### src/rtl/vga_timing_counter.sv
// vga_timing_counter: programmable single-axis VGA timing generator.
// Walks ACTIVE -> FRONT -> SYNC -> BACK and emits position, active,
// sync and carry. New timing is staged in a pending register and only
// takes effect at the wrap, so a line/frame is never torn.
// Optional build macro: VGA_TIMING_POLARITY_EN adds a programmable sync
// polarity input (Cfg_sync_pol); without it Sync is fixed active-low.
module vga_timing_counter #(
    parameter int CNT_WIDTH   = 12,
    parameter int DEF_VISIBLE = 640,
    parameter int DEF_FRONT   = 16,
    parameter int DEF_SYNC    = 96,
    parameter int DEF_BACK    = 48
) (
    input  logic                 Clk,
    input  logic                 Rst,
    input  logic                 En,
    input  logic                 Cfg_valid,
    input  logic [CNT_WIDTH-1:0] Cfg_visible,
    input  logic [CNT_WIDTH-1:0] Cfg_front,
    input  logic [CNT_WIDTH-1:0] Cfg_sync,
    input  logic [CNT_WIDTH-1:0] Cfg_back,
`ifdef VGA_TIMING_POLARITY_EN
    input  logic                 Cfg_sync_pol,
`endif
    output logic                 Cfg_pending,
    output logic                 Cfg_err,
    output logic [CNT_WIDTH-1:0] Count,
    output logic [1:0]           Phase,
    output logic                 Active,
    output logic                 Sync,
    output logic                 Carry
);

    // Sums are kept two bits wider so four max-length fields never overflow.
    localparam int TW = CNT_WIDTH + 2;

    typedef enum logic [1:0] {PH_ACTIVE, PH_FRONT, PH_SYNC, PH_BACK} phase_t;

    typedef struct packed {
        logic                 pol;   // 1 = active-high sync
        logic [CNT_WIDTH-1:0] vis;
        logic [CNT_WIDTH-1:0] front;
        logic [CNT_WIDTH-1:0] sync;
        logic [CNT_WIDTH-1:0] back;
    } timing_t;

    localparam timing_t DEF_TIMING = '{
        pol:   1'b0,
        vis:   CNT_WIDTH'(DEF_VISIBLE),
        front: CNT_WIDTH'(DEF_FRONT),
        sync:  CNT_WIDTH'(DEF_SYNC),
        back:  CNT_WIDTH'(DEF_BACK)
    };

    // Largest legal total is exactly 2^CNT_WIDTH (Count tops out at all-ones).
    localparam logic [TW-1:0] MAX_TOTAL = {2'b01, {CNT_WIDTH{1'b0}}};

    timing_t              live_q, pend_q, cfg_in;
    logic                 pend_vld_q, err_q;
    logic [CNT_WIDTH-1:0] count_q;
    phase_t               phase_q, phase_d;

    logic [TW-1:0] end_act, end_front, end_sync, total, cfg_total, count_inc;
    logic          last, wrap, cfg_bad;

    assign cfg_in.vis   = Cfg_visible;
    assign cfg_in.front = Cfg_front;
    assign cfg_in.sync  = Cfg_sync;
    assign cfg_in.back  = Cfg_back;
`ifdef VGA_TIMING_POLARITY_EN
    assign cfg_in.pol   = Cfg_sync_pol;
`else
    assign cfg_in.pol   = 1'b0;
`endif

    // Phase boundaries of the live timing, as exclusive end positions.
    assign end_act   = TW'(live_q.vis);
    assign end_front = end_act   + TW'(live_q.front);
    assign end_sync  = end_front + TW'(live_q.sync);
    assign total     = end_sync  + TW'(live_q.back);
    assign count_inc = TW'(count_q) + TW'(1);
    assign last      = (count_inc == total);
    assign wrap      = En & last;

    assign cfg_total = TW'(Cfg_visible) + TW'(Cfg_front) + TW'(Cfg_sync) + TW'(Cfg_back);
    assign cfg_bad   = (Cfg_visible == '0) || (Cfg_sync == '0) || (cfg_total > MAX_TOTAL);

    // Next phase: step at each boundary; zero-length FRONT is skipped here and
    // zero-length BACK falls out of the wrap taking priority.
    always_comb begin
        phase_d = phase_q;
        if (last) begin
            phase_d = PH_ACTIVE;
        end else begin
            case (phase_q)
                PH_ACTIVE: if (count_inc == end_act)
                               phase_d = (live_q.front == '0) ? PH_SYNC : PH_FRONT;
                PH_FRONT:  if (count_inc == end_front) phase_d = PH_SYNC;
                PH_SYNC:   if (count_inc == end_sync)  phase_d = PH_BACK;
                default:   phase_d = phase_q;
            endcase
        end
    end

    // Position/phase register, live timing load at wrap, config staging.
    always_ff @(posedge Clk) begin
        if (Rst) begin
            count_q    <= '0;
            phase_q    <= PH_ACTIVE;
            live_q     <= DEF_TIMING;
            pend_q     <= DEF_TIMING;
            pend_vld_q <= 1'b0;
            err_q      <= 1'b0;
        end else begin
            err_q <= Cfg_valid & cfg_bad;
            if (En) begin
                count_q <= last ? '0 : count_inc[CNT_WIDTH-1:0];
                phase_q <= phase_d;
            end
            // Wrap consumes the previously pending value; a same-edge
            // strobe becomes the new pending value.
            if (wrap && pend_vld_q)
                live_q <= pend_q;
            if (Cfg_valid && !cfg_bad) begin
                pend_q     <= cfg_in;
                pend_vld_q <= 1'b1;
            end else if (wrap) begin
                pend_vld_q <= 1'b0;
            end
        end
    end

    assign Count       = count_q;
    assign Phase       = phase_q;
    assign Active      = (phase_q == PH_ACTIVE);
    assign Sync        = (phase_q == PH_SYNC) ? live_q.pol : ~live_q.pol;
    assign Carry       = wrap;
    assign Cfg_pending = pend_vld_q;
    assign Cfg_err     = err_q;

endmodule

### config.mk
export PLATFORM = sky130hd
export DESIGN_NAME = vga_timing_counter
export DESIGN_NICKNAME = d
export VERILOG_FILES = /design/src/rtl/vga_timing_counter.sv
export SDC_FILE = /design/constraint.sdc
export NUM_CORES = 1
export LEC_CHECK = 0
export CAP_MARGIN = 0
export CORE_ASPECT_RATIO = 0.9
export CORE_UTILIZATION = 60
export CTS_CLUSTER_DIAMETER = 100
export DETAILED_ROUTE_END_ITERATION = 10
export PLACE_DENSITY_LB_ADDON = 0.1
export SETUP_SLACK_MARGIN = 0.3
export SYNTH_ARGS = -nofsm -noshare
export SYNTH_HDL_FRONTEND = slang
export SYNTH_SLANG_ARGS = --single-unit
export TNS_END_PERCENT = 50
### constraint.sdc
create_clock -name Clk -period 9.2 [get_ports Clk]
set_input_delay 1.84 -clock Clk [delete_from_list [all_inputs] [get_ports Clk]]
set_output_delay 1.84 -clock Clk [all_outputs]
set_load 0.05 [all_outputs]
== Word level (Yosys, flattened, before mapping) ==
Index checks and enable logic that the tools add are counted.

* Flip-flop bits (word level): 112
* Output and inout bits: 19
* Logic and storage cells: 53

* $add $sub $neg: 7
* Magnitude comparators: 1
* Equality and inequality tests: 9
* Multiplexer cells: 10
* Bitwise operators: 2
* Reduce and logical (&&, ||, !) cells: 12

{| class="wikitable"
|+ Operator list
! kind !! count
|-
| logical NOT 12 bit || 3
|-
| adder 13 x 12 -> 14 bit || 2
|-
| adder 14 x 12 -> 14 bit || 2
|-
| equality test 13 x 14 -> 1 bit || 2
|-
| adder 12 x 12 -> 13 bit || 2
|-
| greater-than comparator 14 x 13 -> 1 bit, second input constant || 1
|-
| adder 12 x 1 -> 13 bit, second input constant || 1
|-
| equality test 13 x 12 -> 1 bit || 1
|-
| equality test 13 bit || 1
|-
| 2-to-1 mux 12 bit || 1
|-
| 2-to-1 mux 2 bit || 5
|-
| != test 3 bit, second input constant || 2
|-
| case mux 2 bit (3 select lines) || 1
|-
| AND reduction 5 bit || 1
|-
| nonzero test 4 bit || 1
|-
| 2-to-1 mux 1 bit || 3
|-
| != test 3 x 1 -> 1 bit, second input constant || 1
|-
| bitwise AND 1 bit || 2
|-
| equality test 2 x 1 -> 1 bit, second input constant || 1
|-
| equality test 2 bit, second input constant || 1
|-
| logical AND 1 bit || 2
|-
| logical NOT 2 bit || 1
|-
| logical OR 1 bit || 2
|-
| nonzero test 2 bit || 1
|-
| logical NOT 1 bit || 1
|}

== Longest topological paths before layout ==
Gate-level depths: netlist of run 1.

* Word-level depth: 8
* Gate-level depth with buffers: 25
* Gate-level depth less buffers: 23

== Worst setup path before layout of run 1 ==
No wires, ideal clock.

* Kind: register -> output
* Start: register live_q (netlist bit end_act[0])
* End: output port Carry
* Arrival time: 5.282 ns
* Required time: 7.360 ns
* Path slack: 2.078 ns
* Cell stages (with the launch flop): 21
* Cells stage by stage: dfxtp_1 ha_1 inv_1 fa_1 nor2b_1 o221ai_2 o21ba_2 xnor2_1 ha_1 or3_1 nor3_1 nor3_1 ha_1 a21o_1 o31ai_1 o311ai_0 a211o_1 a211oi_1 o211ai_1 clkbuf_1 nor2_1

* Longest elaborated chain between the ends: 5

{| class="wikitable"
|+ Ends and longest elaborated chain
! what !! RTL line !! text
|-
| from (decl) || 58 || <nowiki>timing_t live_q, pend_q, cfg_in;</nowiki>
|-
| from (signal assigned) || 123 || <nowiki>live_q <= pend_q;</nowiki>
|-
| adder 12 x 12 -> 13 bit || 78 || <nowiki>assign end_front = end_act + TW'(live_q.front);</nowiki>
|-
| adder 13 x 12 -> 14 bit || 79 || <nowiki>assign end_sync = end_front + TW'(live_q.sync);</nowiki>
|-
| adder 14 x 12 -> 14 bit || 80 || <nowiki>assign total = end_sync + TW'(live_q.back);</nowiki>
|-
| equality test 13 x 14 -> 1 bit || 82 || <nowiki>assign last = (count_inc == total);</nowiki>
|-
| bitwise AND 1 bit || 83 || <nowiki>assign wrap = En & last;</nowiki>
|-
| to (decl) || 31 || <nowiki>output logic Carry</nowiki>
|}

No other way between the ends.

== Worst setup path after layout of run 1 ==
Same ends and word-level chain as after synthesis.

==> impl_metrics.py, run 1 <==
metrics = {
    "logic_synthesis": {
        "yosys-top-cells-count": "dfxtp_1, nor2_1, mux2i_1",
        "ys_warn_count": 0,
        "syn_avg_cell_area_um2": 9.20,
        "ys_seq_area_frac": 0.272,
        "synth-edff-count": 0,
        "synth-seq-cells": 112,
        "syn-num-nets": 1030,
        "synth_flop_cell": "dfxtp_1",
        "synth_top_area_cell": "dfxtp_1",
        "synth_area_um2": 8250,
        "synth.most_common_cell": "dfxtp_1",
        "synthCells": 897,
        "synth_area_leaders": "dfxtp_1, mux2i_1, ha_1",
        "synth.distinct_cells": 77,
        "async_flop_share": 0,
        "synth_top_area_frac": 0.272,
    },
    "placement": {
        "dpl.hpwl_um": 18500,
        "gp_congestion": 0.979,
        "portBuffers": 70,
        "dp.cells": 1098,
        "dp_slack_ns": 0.740,
    },
    "sta": {
        "rsz0062_at_grt": "no",
        "setup_tns_ns": 0,
        "worstMarginPinSlew_ns": 1.08,
        "fin_skew_ns": 0.0173,
        "setup_ws_ns": 1.06,
        "drv_slew": 0,
        "final-hold-violation-count": 0,
        "post-route-min-period_ns": 8.14,
        "relSlewSlack": 0.282,
        "period_share": 0.885,
        "setup_viol": 0,
        "clock.fmax_mhz": 123,
    },
    "routing": {
        "antenna_left": 0,
        "wirelength_um": 23800,
        "firstDrtPassIters": 5,
        "drc_errors": 0,
        "wl_per_cell_um": 21.3,
        "drtIter0Drc": 714,
        "via_per_inst": 6.33,
        "num_vias": 7062,
    },
    "finish": {
        "area_delta_synth_final_pct": 13.4,
        "seqCellArea_um2": 2240,
        "instances_no_fill": 1116,
        "fin_nets": 1076,
        "fillCellCount": 1037,
        "diodes": 0,
        "multiInputGateArea_um2": 5730,
        "utilization": 0.700,
        "post_route_cells_drive_above_1_share": 0.0464,
    },
    "setup_path": {
        "cp.required_ns": 7.36,
        "reg2reg_from": "end_act[0]$_SDFFE_PP0P_",
        "crit_fanout": 6,
        "cp_cell_sequence": "ha_1 > inv_1 > fa_1 > nor2b_1 > o221ai_2 > a211oi_1 > ha_1 > o21a_1 > o21a_1 > o41a_1 > nor3_1 > ha_1 > a21o_1 > o31ai_1 > o311ai_0 > a211o_1 > a211oi_2 > o211ai_1 > nor2_1 > dlymetal6s2s_1",
        "critPathMaxStageDelay_ns": 0.47,
        "setup.worst_path.start_class": "register",
        "crit_type": "reg2out",
        "cp.arrival_ns": 6.30,
        "rrSetupSlack_ns": 2.97,
        "startpoint": "end_act[0]$_SDFFE_PP0P_",
        "critPathSlowestCell": "a211oi_2",
        "crit_path_frequent_cell": "ha_1",
        "end_kind": "primary output",
        "cp_top_family": "compound AO/OA/AOI/OAI gates",
        "critPathBufInv": 2,
    },
    "power_and_ir_drop": {
        "power_density_nw_per_um2": 142,
        "total_leakage_power_nw": 4.30,
        "irDropWorstVdd_mv": 0.136,
    },
    "worst_hold_path": {
        "holdCritStartpoint": "pend_q[5]$_SDFFE_PP1P_",
        "holdCritPathClass": "reg2reg",
    },
    "grt": {
        "antenna_found_initial": 0,
        "track_usage": 0.345,
        "grt_pass1_vias": 6815,
        "grt_max_degree": 115,
        "grt_pass1_wl_um": 37000,
        "grt-ovfl-total": 0,
    },
    "clock_network": {
        "cts_tree": "built",
        "insertion_delay_ns": 0.37,
        "root_buffer": "clkbuf_16",
        "clockBufferDepth": 2,
        "path_clk_slew_ns": 0.09,
        "numCtsBuffers": 9,
        "cts_sinks": 112,
        "htreeDepth": 3,
    },
    "floorplan": {
        "die_area_um2": 14200,
        "io_pins": 71,
        "die_h_um": 113,
        "start_util": 0.618,
        "die_x_um": 126,
        "coreArea_um2": 13400,
        "rows": 40,
    },
    "status": {
        "outcome": "finished clean",
    },
    "flow_run": {
        "cap_violations": 0,
    },
}
[cell families (layout without fill, tap and decap cells)]
group / count (synthesis) / count (layout) / share of synthesized area
AO/OA/AOI/OAI: 173 / 174 / 0.142
XOR/XNOR: 85 / 85 / 0.113
adder cells (fa/ha/maj): 81 / 81 / 0.147
buffers and inverters: 72 / 122 / 0.0409
flip-flops: 112 / 112 / 0.272
multiplexers: 92 / 92 / 0.112
AND/OR/NAND/NOR: 282 / 282 / 0.173
[path summary, 6_finish.rpt]
| path | endpoint | depth (start not counted) |
|---|---|---|
| min | pend_q[5]$_SDFFE_PP1P_ | 1 |
| min reg2reg | pend_q[5]$_SDFFE_PP1P_ | 1 |
| max | Carry | 20 |
| max reg2reg | live_q[29]$_SDFFE_PP0P_ | 21 |
[power by group]
| part | internal, W | switching [W] |
|---|---|---|
| combinational | 0.000158 | 0.000212 |
| sequential | 0.000515 | 0.0000232 |
| clock | 0.000204 | 0.000221 |
| total | 0.000876 | 0.000456 |
[stage by stage]
stage,total power [W],hold WS (ns),cell area [µm²]
6_report,0.00133,0.491,9360
5_1_grt,0.00139,0.505,9360
4_1_cts,0.00133,0.494,9350
3_5_place_dp,0.000909,0.457,9000
3_3_place_gp,0.000899,0.450,9000
2_1_floorplan,0.000787,0.435,8250
[layout make-up]
cell class              instances  share of cell area
inverters                      32              0.0128
well taps                     168              0.0225
multi-input cells             714               0.612
repair buffers                 74              0.0781
clock buffers                   9              0.0241
clock inverters                 7              0.0111
flip-flops and latches        112               0.240
[sequential cells by signal, summed over array words and instances (netlist names)]
name and cells:
Cfg_pending 1, pend_q 48, Phase 2, live_q 36, end_act 12, Count 12, Cfg_err 1
[cell usage in the layout (no fill, tap or decap), types with 4 or more instances in the layout]
cell type,netlist,layout
buf_4,0,5
clkdlybuf4s50_1,0,68
nand3b_1,8,8
nand2b_1,13,13
mux2i_1,92,92
o21a_1,10,10
o31ai_1,4,4
fa_1,27,27
dfxtp_1,112,112
nand4_1,7,7
nor2_1,110,110
a21o_1,10,10
a21oi_1,42,42
a211oi_1,10,9
o211ai_1,7,8
xnor2_1,45,45
a31oi_1,7,7
xnor3_1,7,7
o21ai_0,32,32
nand3_1,21,21
nor4_1,19,18
nand2_1,33,33
o21bai_1,7,7
and3_1,13,13
xor2_1,27,27
inv_1,31,31
nor2b_1,7,7
nor3_1,22,22
a211o_1,8,8
ha_1,54,54
o22ai_1,4,4
or3_1,4,4
clkbuf_16,0,9
[timing repair]
item / CTS / global route
resized for setup: 2 / 1
buffers inserted: 0 / 1
hold buffers: 0 / 0
gates cloned: 1 / 0
endpoints found under the setup margin: 1 / 1
pin swaps: 1 / 1
[routing by layer]
metal  track usage  routed length (µm)
met5             0                   0
met4         0.114                 670
met3        0.0875                1980
met2         0.561               10800
met1         0.449               10300
Note: power is estimated with default switching activity, not from simulation.
==> inputs of run 2 (changes only) <==
Settings changed: CTS_BUF_LIST set to sky130_fd_sc_hd__clkbuf_16, SLEW_MARGIN set to 20.
==> run 2 against run 1 <==
  * Sequential share of layout area hardly changed
  * Sequential power hardly changed
  * Global-route usage is 0.43 points lower
  * Power is 0.25% higher
  * Utilization is 0.094 points lower
  * Critical path depth stayed put
  * Fmax is 1.7% lower
  * Highest routed layer unchanged
==> impl_metrics.py, run 2 (synthesis gave the netlist of run 1 again) <==
metrics = {
    "routing": {
        "num_vias": 7069,
        "wl_per_cell_um": 21.1,
        "via_per_inst": 6.34,
        "firstDrtPassIters": 5,
        "wirelength_um": 23600,
        "drc_errors": 0,
        "drtIter0Drc": 670,
        "antenna_left": 0,
    },
    "setup_path": {
        "r2r-end": "end_act[3]$_SDFFE_PP0P_",
        "critPathBufInv": 2,
        "cp_cell_sequence": "ha_1 > inv_1 > fa_1 > nor2b_1 > o221ai_2 > a211oi_1 > ha_1 > o21a_1 > o21a_1 > o41a_1 > nor3_1 > ha_1 > a21o_1 > o31ai_1 > o311ai_0 > a211o_1 > a211oi_1 > o211ai_1 > nor2_1 > dlymetal6s2s_1",
        "setup.worst_path.start_class": "register",
        "crit_fanout": 8,
        "crit_path_frequent_cell": "ha_1",
        "cp_top_family": "compound AO/OA/AOI/OAI gates",
        "ff2ff_path_depth": 21,
        "end_kind": "primary output",
        "rrSetupSlack_ns": 2.99,
        "reg2reg_from": "end_act[0]$_SDFFE_PP0P_",
        "cp.required_ns": 7.36,
        "cp.arrival_ns": 6.45,
        "critPathSlowestCell": "a211oi_1",
        "critPathMaxStageDelay_ns": 0.44,
        "crit_type": "reg2out",
    },
    "finish": {
        "post_route_cells_drive_above_1_share": 0.0454,
        "diodes": 0,
        "regMostFlops": "pend_q",
        "stdcell_area_um2": 9350,
        "area_delta_synth_final_pct": 13.3,
        "top_regs": "pend_q x48, live_q x36",
        "mostFrequentLayoutCell": "dfxtp_1",
        "final_cell_mix": "dfxtp_1, nor2_1, mux2i_1",
        "largest_register_ffs": 48,
        "fin_nets": 1075,
    },
    "flow_run": {
        "cap_violations": 0,
    },
    "power_and_ir_drop": {
        "total_leakage_power_nw": 4.30,
        "swShare": 0.344,
        "p_seq_frac": 0.402,
        "power_density_nw_per_um2": 143,
        "irDropWorstVdd_mv": 0.163,
        "power.switching_w": 0.000459,
        "internal_power_w": 0.000876,
        "comb_power_share": 0.278,
        "p_clk_frac": 0.320,
    },
    "grt": {
        "grt_pass1_wl_um": 36500,
        "grt_max_degree": 115,
        "grt_pass1_vias": 6684,
        "grt-ovfl-total": 0,
        "antenna_found_initial": 0,
        "track_usage": 0.341,
    },
    "clock_network": {
        "cts_sinks": 112,
        "cts_tree": "built",
        "root_buffer": "clkbuf_16",
        "clockBufferDepth": 2,
        "numCtsBuffers": 9,
        "path_clk_slew_ns": 0.09,
        "htreeDepth": 3,
        "insertion_delay_ns": 0.37,
        "ctsHoldBuffers": 0,
    },
    "worst_hold_path": {
        "holdCritPathClass": "reg2reg",
        "whs_path_depth": 1,
        "hold_end": "pend_q[43]$_SDFFE_PP1P_",
        "holdCritStartpoint": "pend_q[43]$_SDFFE_PP1P_",
    },
    "floorplan": {
        "die_area_um2": 14200,
        "rows": 40,
        "die_x_um": 126,
        "start_util": 0.618,
        "io_pins": 71,
        "coreArea_um2": 13400,
        "die_h_um": 113,
    },
    "sta": {
        "relSlewSlack": 0.271,
        "worstMarginPinSlew_ns": 1.09,
        "rsz0062_at_grt": "no",
        "setup_viol": 0,
        "fin_skew_ns": 0.0134,
        "period_share": 0.901,
        "post-route-min-period_ns": 8.29,
        "setup_tns_ns": 0,
        "clock.fmax_mhz": 121,
        "whs_ns": 0.478,
        "final-hold-violation-count": 0,
        "drv_slew": 0,
    },
    "status": {
        "outcome": "finished clean",
    },
    "placement": {
        "portBuffers": 70,
        "dpl_cell_area_um2": 9010,
        "gp_congestion": 0.979,
        "dpl.hpwl_um": 18400,
    },
}
## run 2: changes by cell type in the layout (fill, tap and decap cells not counted), sizes merged
cell / delta
o211ai: -1
## run 2: per-layer routing
layer / part of all wire / up-vias / global-route usage
li1: - / 3313 / -
met1: 0.44 / 3418 / 0.442
met2: 0.44 / 274 / 0.529
met3: 0.083 / 64 / 0.102
met4: 0.034 / 0 / 0.143
met5: 0 / - / 0
## run 2: stage by stage
| step | util | power (W) | setup slack (ns) | instances |
|---|---|---|---|---|
| after global routing | 0.699 | 0.00138 | 0.502 | 1115 |
| after floorplan | - | 0.000787 | 2.08 | 897 |
| after global placement | 0.674 | 0.000899 | 0.982 | 1098 |
| after CTS | 0.699 | 0.00133 | 0.574 | 1115 |
| after detailed placement | 0.674 | 0.000906 | 1.01 | 1099 |
| final | 0.699 | 0.00134 | 0.915 | 1115 |
## run 2: worst max path at each step
| stage | cells after the start | startpoint | slack [ns] | to |
|---|---|---|---|---|
| 2_1_floorplan | 20 | end_act[0]$_SDFFE_PP0P_ | 2.08 | Carry |
| 3_3_place_gp | 20 | end_act[0]$_SDFFE_PP0P_ | 0.98 | Carry |
| 3_5_place_dp | 20 | end_act[0]$_SDFFE_PP0P_ | 1.01 | Carry |
| 4_1_cts | 20 | end_act[0]$_SDFFE_PP0P_ | 0.57 | Carry |
| 5_1_grt | 20 | end_act[0]$_SDFFE_PP0P_ | 0.50 | Carry |
| 6_report | 20 | end_act[0]$_SDFFE_PP0P_ | 0.91 | Carry |
## run 2: layout make-up
cell class / instances / area, µm²
fill: 1037 / 4020
tap: 168 / 210
multi-input combinational: 713 / 5710
clock buffer: 9 / 225
timing repair buffer: 74 / 731
clock inverter: 7 / 104
sequential: 112 / 2240
inverter: 32 / 120
## run 2: repair_timing
item / in CTS / in global routing
resized for setup: 0 / 2
endpoints found under the setup margin: 0 / 1
buffers inserted: 0 / 0
## run 2: power groups by stage
stage | registers, W | logic (W) | clock network, W
6_report | 0.000537 | 0.000371 | 0.000427
4_1_cts | 0.000537 | 0.000362 | 0.000432
3_3_place_gp | 0.000547 | 0.000352 | 0
3_5_place_dp | 0.000548 | 0.000358 | 0
5_1_grt | 0.000540 | 0.000397 | 0.000448
2_1_floorplan | 0.000545 | 0.000242 | 0
==> edit, RTL diff (settings of run 2) <==
Reset style: asynchronous (`Rst`), changed in one clocked block.
--- a/src/rtl/vga_timing_counter.sv
+++ b/src/rtl/vga_timing_counter.sv
@@ -103,7 +103,7 @@
     end
 
     // Position/phase register, live timing load at wrap, config staging.
-    always_ff @(posedge Clk) begin
+    always_ff @(posedge Clk or posedge Rst) begin
         if (Rst) begin
             count_q    <= '0;
             phase_q    <= PH_ACTIVE;
Behaviour: differs if Rst is asserted again (counterexample within 4 cycles, from zero or initial values and one cycle with Rst high); with Rst held inactive, the same outputs for 10 cycles.
==> edit against run 2 <==
  * The run now ends with DRC left
  * Critical path type unchanged
  * Routed wire length is 8.3% lower
  * Cell area is 0.74% higher
  * Worst hold slack better by 0.030 ns
  * Sequential cell count stayed put
  * Clock skew hardly changed
  * Area after synthesis is 0.21% lower
  * Worst setup slack worse by 0.030 ns
Power is not compared: it rests on default switching activity, and its combinational part moved more than twofold at a synthesized area within 25%.
==> edit: results (changes against run 2) <==
- Status: complete, but fails checks (was finished, final reports clean)
- Failing checks: DRC
- DRT iter0 DRCs: 310 (was 670)
- Primary FF master, synth: dfrtp_1 (was dfxtp_1)
- Post-synth cell types: 64 (was 77)
- Placed instance count: 969 (was 1099)
- Total GRT Usage: 0.322 (was 0.341)
- Final std cells w/o fill: 985 (was 1115)
- Synth Area in XOR/XNOR: 0.119 (was 0.113)
- Top fanout value on the critical path: 6 (was 8)
- Setup crit start: end_act[0] (unchanged)
- Post-Route WL: 21600 um (was 23600 um)
- Multi-In Gates: 573 (was 713)
- CP arrival: 6.48 ns (was 6.45 ns)
- DRC violations left: 1 (was 0)
- Clk_skew: 0.0135 ns (was 0.0134 ns)
- End of the worst register-to-register path: live_q[2] (was end_act[3])
- Share of cells above drive strength 1: 0.184 (was 0.0454)
- First-pass GRT wire length: 34400 um (was 36500 um)
- Worst hold margin: 0.508 ns (was 0.478 ns)
- Post-DP HPWL: 17300 um (was 18400 um)
- Syn nets: 877 (was 1030)
- Place WS: 1.37 ns (was 1.01 ns)
- Register area share after synthesis: 0.343 (was 0.272)
- Largest net degree at the start of global routing: 82 (was 115)
- Area contributors post-synth: dfrtp_1 (30%), mux2_2 (10%), ha_1 (8.2%) (was dfxtp_1 (27%), mux2i_1 (11%), ha_1 (8.2%))
- Buffers excl. clock: 77 (was 74)
- Vias in the first global route: 6306 (was 6684)
- Register area: 2820 sq um (was 2240 sq um)
- Final GP Congestion: 0.991 (was 0.979)
- Adder-Cell Fraction of Synth Area: 0.148 (was 0.147)
- Detailed-route via count: 6149 (was 7069)
- Final worst slack: 0.885 ns (was 0.915 ns)
- Post-synth top cells: dfrtp_1 (98), mux2_2 (76), xnor2_1 (57) (was dfxtp_1 (112), nor2_1 (110), mux2i_1 (92))
- Area of the multi-input gates: 5160 sq um (was 5710 sq um)
- Post-synthesis compound-gate area fraction: 0.108 (was 0.142)
- Rel. slew slack: 0.352 (was 0.271)
- Layout non-clock buf frac: 0.0800 (was 0.0782)
- FILL cells: 987 (was 1037)
- Mux cell area share after synthesis: 0.144 (was 0.112)
edit: cell count changes after synthesis, moves of 20 or more:
cell / before / now
mux2_2: 0 / 76
dfrtp_1: 0 / 98
nor2_1: 110 / 28
mux2_4: 0 / 20
mux2i_1: 92 / 3
dfxtp_1: 112 / 0
edit: power groups by stage:
stage / registers, W / logic [W] / clock network (W)
global route: 0.000728 / 0.000812 / 0.000439
CTS: 0.000714 / 0.000751 / 0.000423
detailed placement: 0.000722 / 0.000748 / 0
floorplan: 0.000752 / 0.000477 / 0
global placement: 0.000709 / 0.000728 / 0
finish: 0.000716 / 0.000753 / 0.000415
edit: routing by layer:
layer  vias to the layer above  part of all wire  GRT usage
li1                       2830                 -          -
met1                      3104              0.45      0.432
met2                       176              0.49      0.551
met3                        39             0.037     0.0364
met4                         0             0.025      0.101
met5                         -                 0          0
edit: how the worst min path moves through the flow:
stage,end,cells after the start
floorplan,end_act[10],1
global placement,end_act[2],1
detailed placement,live_q[1],1
CTS,live_q[26],1
global route,end_act[5],1
finish,end_act[0],1
edit: worst max-delay path: stages, from the launching register on:
cell	delay, ns
dfrtp_1	0.39
ha_1	0.19
inv_1	0.06
fa_1	0.39
nand2b_1	0.21
a21oi_1	0.19
xor2_1	0.26
ha_1	0.35
and3_1	0.22
a221oi_1	0.56
o2bb2ai_1	0.26
nor3_1	0.09
a211o_1	0.27
ha_1	0.21
a21o_1	0.24
nor3_1	0.19
o311ai_0	0.17
nand2_1	0.15
xnor2_1	0.07
or4b_1	0.51
nand3_1	0.11
and4_1	0.24
clkdlybuf4s50_1	0.81
edit: through the flow:
stage / util / cell area (sq um)
after detailed placement: 0.681 / 9090
after global routing: 0.704 / 9410
after floorplan: - / 8230
final: 0.704 / 9410
after CTS: 0.704 / 9410
after global placement: 0.681 / 9090
